### config.mk
export PLATFORM = sky130hd
export DESIGN_NAME = ama_riscv_flow_ctrl
export DESIGN_NICKNAME = d
export VERILOG_FILES = /design/src/rtl/ama_riscv_flow_ctrl.sv
export SDC_FILE = /design/constraint.sdc
export NUM_CORES = 1
export LEC_CHECK = 0
export CORE_MARGIN = 4
export CORE_UTILIZATION = 39
export DETAILED_ROUTE_END_ITERATION = 10
export PLACE_DENSITY = 0.8
export SKIP_LAST_GASP = 1
export SYNTH_ARGS = -nofsm -noshare
export SYNTH_HDL_FRONTEND = slang
export SYNTH_SLANG_ARGS = --single-unit
### constraint.sdc
create_clock -name clk -period 2.3 [get_ports clk]
set_clock_uncertainty 0.15 [all_clocks]
set_input_delay 0.46 -clock clk [delete_from_list [all_inputs] [get_ports clk]]
set_output_delay 0.46 -clock clk [all_outputs]
set_load 0.03 [all_outputs]
### src/rtl/ama_riscv_flow_ctrl.sv
// Pipeline flow control: PC mux select, pipeline clears, branch prediction
// policy (stall / static not-taken / BTFN), reset clear sequence and perf counters.
module ama_riscv_flow_ctrl #(
   parameter int BP_MODE     = 1,
   parameter int RST_SEQ_LEN = 3,
   parameter int CNT_W       = 16
) (
   input  logic             clk,
   input  logic             rst,
   input  logic [31:0]      inst_id,
   input  logic [31:0]      inst_ex,
   input  logic             bc_a_eq_b,
   input  logic             bc_a_lt_b,
   output logic [2:0]       pc_sel,
   output logic             pc_we,
   output logic             clear_if,
   output logic             clear_id,
   output logic             bc_uns,
   output logic             mispredict,
   output logic             rst_seq_busy,
   output logic [CNT_W-1:0] br_cnt,
   output logic [CNT_W-1:0] mp_cnt
);

   localparam logic [1:0] RSEQ = 2'd0;
   localparam logic [1:0] RUN  = 2'd1;
   localparam logic [1:0] WAIT = 2'd2;

   localparam logic [1:0] CF_NONE   = 2'd0;
   localparam logic [1:0] CF_BRANCH = 2'd1;
   localparam logic [1:0] CF_JAL    = 2'd2;
   localparam logic [1:0] CF_JALR   = 2'd3;

   localparam logic [2:0] PC_INC4    = 3'd0;
   localparam logic [2:0] PC_ALU     = 3'd1;
   localparam logic [2:0] PC_BP      = 3'd2;
   localparam logic [2:0] PC_EX_INC4 = 3'd3;
   localparam logic [2:0] PC_START   = 3'd4;

   localparam logic [2:0] SEQ_LEN = 3'(RST_SEQ_LEN);

   logic [1:0] state, state_nx;
   logic [2:0] seq_cnt;
   logic [1:0] cls_id, cls_ex;
   logic       pred_id, pred_ex;
   logic       taken_ex;
   logic       redirect;
   logic       unused_bits;

   assign unused_bits = ^{inst_id[30:14], inst_id[12:7], inst_ex[31:15], inst_ex[13], inst_ex[11:0]};

   always_comb begin
      cls_id = CF_NONE;
      case (inst_id[6:0])
         7'b1100011: cls_id = CF_BRANCH;
         7'b1101111: cls_id = CF_JAL;
         7'b1100111: cls_id = CF_JALR;
         default:    cls_id = CF_NONE;
      endcase
   end

   assign pred_id = (BP_MODE == 2) &&
                    ((cls_id == CF_JAL) || ((cls_id == CF_BRANCH) && inst_id[31]));
   assign bc_uns  = (cls_id == CF_BRANCH) && inst_id[13];

   // Branch condition selected by {funct3[2], funct3[0]}: bit 2 picks lt vs eq, bit 0 inverts
   always_comb begin
      taken_ex = 1'b0;
      case (cls_ex)
         CF_BRANCH: taken_ex = (inst_ex[14] ? bc_a_lt_b : bc_a_eq_b) ^ inst_ex[12];
         CF_JAL, CF_JALR: taken_ex = 1'b1;
         default: taken_ex = 1'b0;
      endcase
   end

   always_comb begin
      redirect = 1'b0;
      if (cls_ex != CF_NONE) begin
         if (BP_MODE == 1)      redirect = taken_ex;
         else if (BP_MODE == 2) redirect = (taken_ex != pred_ex);
      end
   end

   always_comb begin
      pc_sel       = PC_INC4;
      pc_we        = 1'b1;
      clear_if     = 1'b0;
      clear_id     = 1'b0;
      mispredict   = 1'b0;
      rst_seq_busy = 1'b0;
      state_nx     = state;
      if (rst) begin
         pc_sel       = PC_START;
         clear_if     = 1'b1;
         clear_id     = 1'b1;
         rst_seq_busy = 1'b1;
         state_nx     = RSEQ;
      end else begin
         case (state)
            RSEQ: begin
               pc_sel       = (seq_cnt == SEQ_LEN) ? PC_START : PC_INC4;
               clear_if     = 1'b1;
               clear_id     = 1'b1;
               rst_seq_busy = 1'b1;
               if (seq_cnt <= 3'd1) state_nx = RUN;
            end
            WAIT: begin
               pc_sel   = taken_ex ? PC_ALU : PC_INC4;
               state_nx = RUN;
            end
            default: begin
               if (redirect) begin
                  pc_sel     = taken_ex ? PC_ALU : PC_EX_INC4;
                  clear_if   = 1'b1;
                  clear_id   = 1'b1;
                  mispredict = 1'b1;
               end else if ((BP_MODE == 0) && (cls_id != CF_NONE)) begin
                  pc_we    = 1'b0;
                  clear_if = 1'b1;
                  state_nx = WAIT;
               end else if (pred_id) begin
                  pc_sel   = PC_BP;
                  clear_if = 1'b1;
               end
            end
         endcase
      end
   end

   always_ff @(posedge clk) begin
      if (rst) begin
         state   <= RSEQ;
         seq_cnt <= SEQ_LEN;
         cls_ex  <= CF_NONE;
         pred_ex <= 1'b0;
         br_cnt  <= '0;
         mp_cnt  <= '0;
      end else begin
         state <= state_nx;
         if ((state == RSEQ) && (seq_cnt != 3'd0)) seq_cnt <= seq_cnt - 3'd1;
         // A flushed ID slot enters EX as a bubble, so it is never resolved or counted
         cls_ex  <= clear_id ? CF_NONE : cls_id;
         pred_ex <= clear_id ? 1'b0 : pred_id;
         if ((cls_ex != CF_NONE) && !(&br_cnt)) br_cnt <= br_cnt + 1'b1;
         if (mispredict && !(&mp_cnt)) mp_cnt <= mp_cnt + 1'b1;
      end
   end

endmodule
==> metrics.txt, run 1 <==
outcome complete, no violations; H-tree Lvls 2; post-layout min period 2220 ps; Worst Setup Path Type in2out; PD cells 511 nW/um^2; Final Total Pwr around 1.4 mW; post-placement cell area 2640 sq um; hpwl dp 3390 um; MaxCap Viol Count 0; number of synthesized flops with an enable pin 0; gr usage total 0.159; worst endpoint required time 1690 ps; WHS Path Cells 2; Arr. time, crit path approximately 1600 ps; Max Transition Viols Final 0; Net Count, Synth 313; ys flop type dfxtp_1; largest net degree at the start of global routing 29; Vias 1943; Syn Area/Cell 8.43 sq um; Final Hold Viols 0; CTS Hold Bufs 0; Hold WC Path Type reg2reg; DRT iter0 DRCs 103; ANT nets after route 0; Pre-antenna DRT Iters 4; clk sinks 38; Startpoint Class input port; clk_lat worst skew 280 ps; ys async rst share 0; Port Buffers 52; gr ovfl total 0; Max Freq 450 MHz; GR peak layer met2; Crit Path Max Fanout 4; Post-Syn Area 2020 sq um; Worst IR Drop VDD ~0.00032 V; crit end category output port; Yosys warning count 0; final setup margin between 70 and 80 ps; Num CTS Buffers 5; FF-to-FF Start state[0]; initial antenna violation count 0; Residual DRC 0; Post-Synthesis Cells between 200 and 250; pre-CTS setup slack -663 ps; Hold WS 344 ps; setup violation total in the final timing report 0; Netlist cell types 43; IO Count 109; most frequent cells in the layout 40 x clkdlybuf4s50_1, 38 x dfxtp_1, 27 x nor2_1; M1 GR Usage 0.195; fin crit share 0.965; Via density 5.25; most common cell after layout, fill and taps aside clkdlybuf4s50_1; Core Area 4850 sq um; GP Congestion 0.784; unrepaired setup endpoints after global routing no; #FFs+latches synth 38; leakage power approximately 0.95 nW; clk buf depth 2; final wirelength 4780 um; register area share after synthesis 0.377; routed len/inst ~13 um; CTS clk-pin slew, worst paths 70 ps; share of cells above drive strength 1 0.149; Die Wd 79.9 um; fin nets 377; height of the die 79.9 um; Cell Rows 25; first-pass GRT wire length 8270 um; R2R Setup Slk 180 ps; RR Endpoint mp_cnt[10]; Worst Hold End br_cnt[14]; vias in the first global route 1887; Clock Tree Root clkbuf_8; met2 Use GR 0.265; area delta synth->final 37.1%; CTS tree built; die footprint 6380 sq um; R2R depth 6; Final Instance Area 2760 sq um; antenna cells 0; Worst Hold Launch br_cnt[14]; Initial Util 0.416; Final Util 0.570; GRT met3 Usage 0.0429
[critical path, cell delays in order]
cell and delay [ps]:
dlygate4sd2_1 220, mux2i_2 280, mux2i_2 330, nor2_4 70, inv_2 90, buf_4 160
[worst max path at each step]
stage / start / to / slack, ps / depth (start not counted)
6_report: inst_ex[14] / mispredict / 80 / 6
5_1_grt: inst_ex[14] / mispredict / 3 / 6
4_1_cts: inst_id[6] / bc_uns / 50 / 5
3_5_place_dp: inst_ex[14] / pc_sel[0] / -660 / 6
3_3_place_gp: inst_ex[14] / pc_sel[0] / -670 / 6
2_1_floorplan: inst_ex[14] / pc_sel[0] / 10 / 6
[cells in the mapped netlist, types with 3 or more instances]
master / count / area, sq um
a21oi_1: 15 / 75.1
buf_4: 5 / 37.5
clkbuf_1: 3 / 11.3
dfxtp_1: 38 / 761
ha_1: 6 / 75.1
inv_1: 13 / 48.8
mux2_2: 4 / 45.0
nand2_1: 16 / 60.1
nand3_1: 10 / 50.1
nand4_1: 9 / 56.3
nor2_1: 27 / 101
nor2b_1: 6 / 37.5
nor3_1: 6 / 30.0
nor3b_1: 3 / 22.5
nor4_1: 6 / 37.5
nor4b_1: 3 / 26.3
o21ai_0: 6 / 30.0
o311ai_0: 3 / 26.3
o31ai_1: 8 / 60.1
o41ai_1: 3 / 26.3
or4_1: 9 / 67.6
xnor2_1: 10 / 87.6
xor2_1: 3 / 26.3
[where the power goes]
| part | internal (mW) | switching [mW] | total [mW] |
|---|---|---|---|
| Clock | 0.203 | 0.225 | 0.428 |
| Sequential | 0.685 | 0.0365 | 0.721 |
| Combinational | 0.118 | 0.144 | 0.262 |
| Total | 1.01 | 0.405 | 1.41 |
[cell families after synthesis]
logic type,share of synthesized area
DFF,0.377
buffers and inverters,0.0552
other,0.00373
muxes,0.0323
AOI/OAI and AO/OA,0.140
and+or+nand+nor,0.298
adders and majority gates,0.0372
xor gates and xnor gates,0.0565
[metrics by stage]
stage | setup TNS, ps | std cells
floorplan | 0 | 239
global placement | -6960 | 359
detailed placement | -6840 | 359
CTS | 0 | 370
global route | 0 | 370
finish | 0 | 370
[state kept, by name (all words and copies together), names as in the netlist]
name     flops
br_cnt      16
mp_cnt      16
cls_ex       2
state        1
seq_cnt      3
[metal layers]
metal | vias up | share of wire
li1 | 1001 | -
met1 | 875 | 0.46
met2 | 60 | 0.46
met3 | 7 | 0.069
met4 | 0 | 0.013
met5 | - | 0
[timing repair]
item,4_1_cts,5_1_grt
cloned,1,0
endpoints found under the setup margin,13,2
gates resized for setup,13,1
setup buffers,3,0
pin swaps,4,1
[final cells by class]
cell class                 count  area, sq um
clock inverter                 2         10.0
clock buffer                   5         68.8
fill                         450         2080
timing repair buffer          67          621
multi-input combinational    178         1170
inverter                      13         48.8
sequential                    38          761
tap                           67         83.8
Note: power is estimated with default switching activity, not from simulation.
==> inputs of run 2 (changes only) <==
- PLACE_DENSITY: 0.8 -> 0.85
==> run 2 against run 1 <==
Compared with the run above:
- core utilization increased by 2.3 points
- non-clock buffer count increased by 5
- clock power rose by 64%
- first-iteration DRC count increased by 57%
- die area unchanged
- sequential power about the same
- power rose by 20%
- sequential share of layout area down 1.1 points
- hold slack improved by 19 ps
- design area increased by 4.0%
- critical path type unchanged
- critical endpoint is now pc_sel[0]
- largest cell class unchanged
==> metrics.txt, run 2 (synthesized netlist as in run 1, its figures left out) <==
outcome complete, no violations; largest registers br_cnt x16, mp_cnt x16, seq_cnt x3; post-layout min period around 2200 ps; H-tree Lvls 2; Worst Setup Path Type in2out; clk sinks 38; fin nets roughly 380; share of cells above drive strength 1 0.162; filler cell count around 420; FF-to-FF Start state[0]; initial antenna violation count 0; clk_lat worst skew 290 ps; fin crit share 0.970; Max Freq 448 MHz; R2R Setup Slk between 200 and 250 ps; setup violation total in the final timing report 0; routed len/inst 13.2 um; Final Util 0.593; Clock Tree Root clkbuf_8; final setup margin approximately 70 ps; Hold WC Path Type reg2reg; Initial Util 0.416; Num CTS Buffers 5; Startpoint Class input port; Port Buffers 52; Worst Hold Launch br_cnt[14]; RR Endpoint mp_cnt[10]; Crit Path Max Fanout 3; DRT iter0 DRCs 162; Die Wd 79.9 um; CTS tree built; gr usage total 0.165; area delta synth->final 42.6%; Final Hold Viols 0; CP Cell Sequence clkdlybuf4s15_1 > mux2i_2 > mux2i_2 > nor2_4 > buf_12 > inv_4 > buf_6; Pre-antenna DRT Iters 5; worst endpoint required time 1690 ps; Hold WS 363 ps; Worst Hold End br_cnt[14]; Core Area 4850 sq um; Cell Rows 25; Arr. time, crit path 1620 ps; height of the die approximately 80 um; clk buf depth 2; die footprint between 6000 and 7000 sq um; cell family with most CP delay multiplexers; first-pass GRT wire length 8360 um; final wirelength 4950 um; PD cells between 500 and 600 nW/um^2; R2R depth 6; Final Total Pwr around 1.7 mW; GP Congestion about 0.8; Residual DRC 0; area of the multi-input gates between 1000 and 1500 sq um; Largest stage delay, worst path about 300 ps; Crit path buffers/inverters 4; gr ovfl total 0; largest net degree at the start of global routing 34; crit end category output port; vias in the first global route 1941; Worst IR Drop VDD 0.000374 V; pre-CTS setup slack -444 ps; ANT nets after route 0; cell repeated most along the worst path mux2i_2; CP max-delay cell mux2i_2; most common cell after layout, fill and taps aside clkdlybuf4s50_1; Via density 5.33; unrepaired setup endpoints after global routing no; Max Transition Viols Final 0; register area about 760 sq um; antenna cells 0; most frequent cells in the layout 40 x clkdlybuf4s50_1, 38 x dfxtp_1, 27 x nor2_1; MaxCap Viol Count 0; WHS Path Cells 2; hpwl dp approximately 3600 um; CTS clk-pin slew, worst paths around 70 ps; Final Non-Filler Cells 375; placed cell count 365; Vias around 2000; IO Count around 110; leakage power between 1 and 1.5 nW
-- run 2: cell count changes in the layout (fill, tap and decap cells not counted), sizes merged --
cell           change
buf                +5
bufinv             +2
clkbuf             +1
clkdlybuf4s15      +1
clkinv             -2
dlygate4sd2        -1
nor2               -1
-- run 2: what timing repair did --
item                                    in CTS  in global routing
endpoints found under the setup margin      14                 11
endpoints found under the hold margin        0                  0
hold buffers                                 0                  0
resized for setup                           11                  4
buffers inserted                             2                  0
pin swaps                                    1                  4
-- run 2: report_power, final --
group          leakage [nW]  internal, mW  switching [mW]
Combinational         0.628         0.123           0.146
Clock                0.0714         0.463           0.239
Sequential            0.307         0.685          0.0366
-- run 2: worst register-to-register path: cells and delay by family, from the launching register on --
kind	cells	cell delay, ps
flops	1	440
buf+inv	1	160
mux	2	600
simple gates	3	610
-- run 2: final cells by class --
class,instances,area share
Clock inverter,2,0.0209
Sequential cell,38,0.265
Tap cell,67,0.0292
Inverter,13,0.0178
Clock buffer,6,0.0287
Timing Repair Buffer,72,0.234
Multi-Input combinational cell,177,0.405
-- run 2: per-layer routing --
metal	routed length, um	part of all wire	GRT usage
met2	2340	0.47	0.272
met5	0	0	0
met3	284	0.057	0.0361
met1	2210	0.45	0.195
met4	120	0.024	0.0946
-- run 2: worst max-delay path by stage --
| stage | slack [ps] | depth (start not counted) | from | endpoint |
|---|---|---|---|---|
| after global placement | -450 | 7 | inst_ex[14] | mispredict |
| after CTS | 40 | 7 | inst_ex[14] | pc_sel[0] |
| after global routing | 10 | 7 | inst_ex[14] | pc_sel[0] |
| after floorplan | 10 | 6 | inst_ex[14] | pc_sel[0] |
| after detailed placement | -440 | 7 | inst_ex[14] | pc_sel[0] |
| final | 70 | 7 | inst_ex[14] | pc_sel[0] |
-- run 2: stage by stage --
step,cell area (sq um),setup TNS [ps]
floorplan,2020,0
global route,2880,0
detailed placement,2690,-5960
finish,2880,0
global placement,2690,-5540
CTS,2860,0
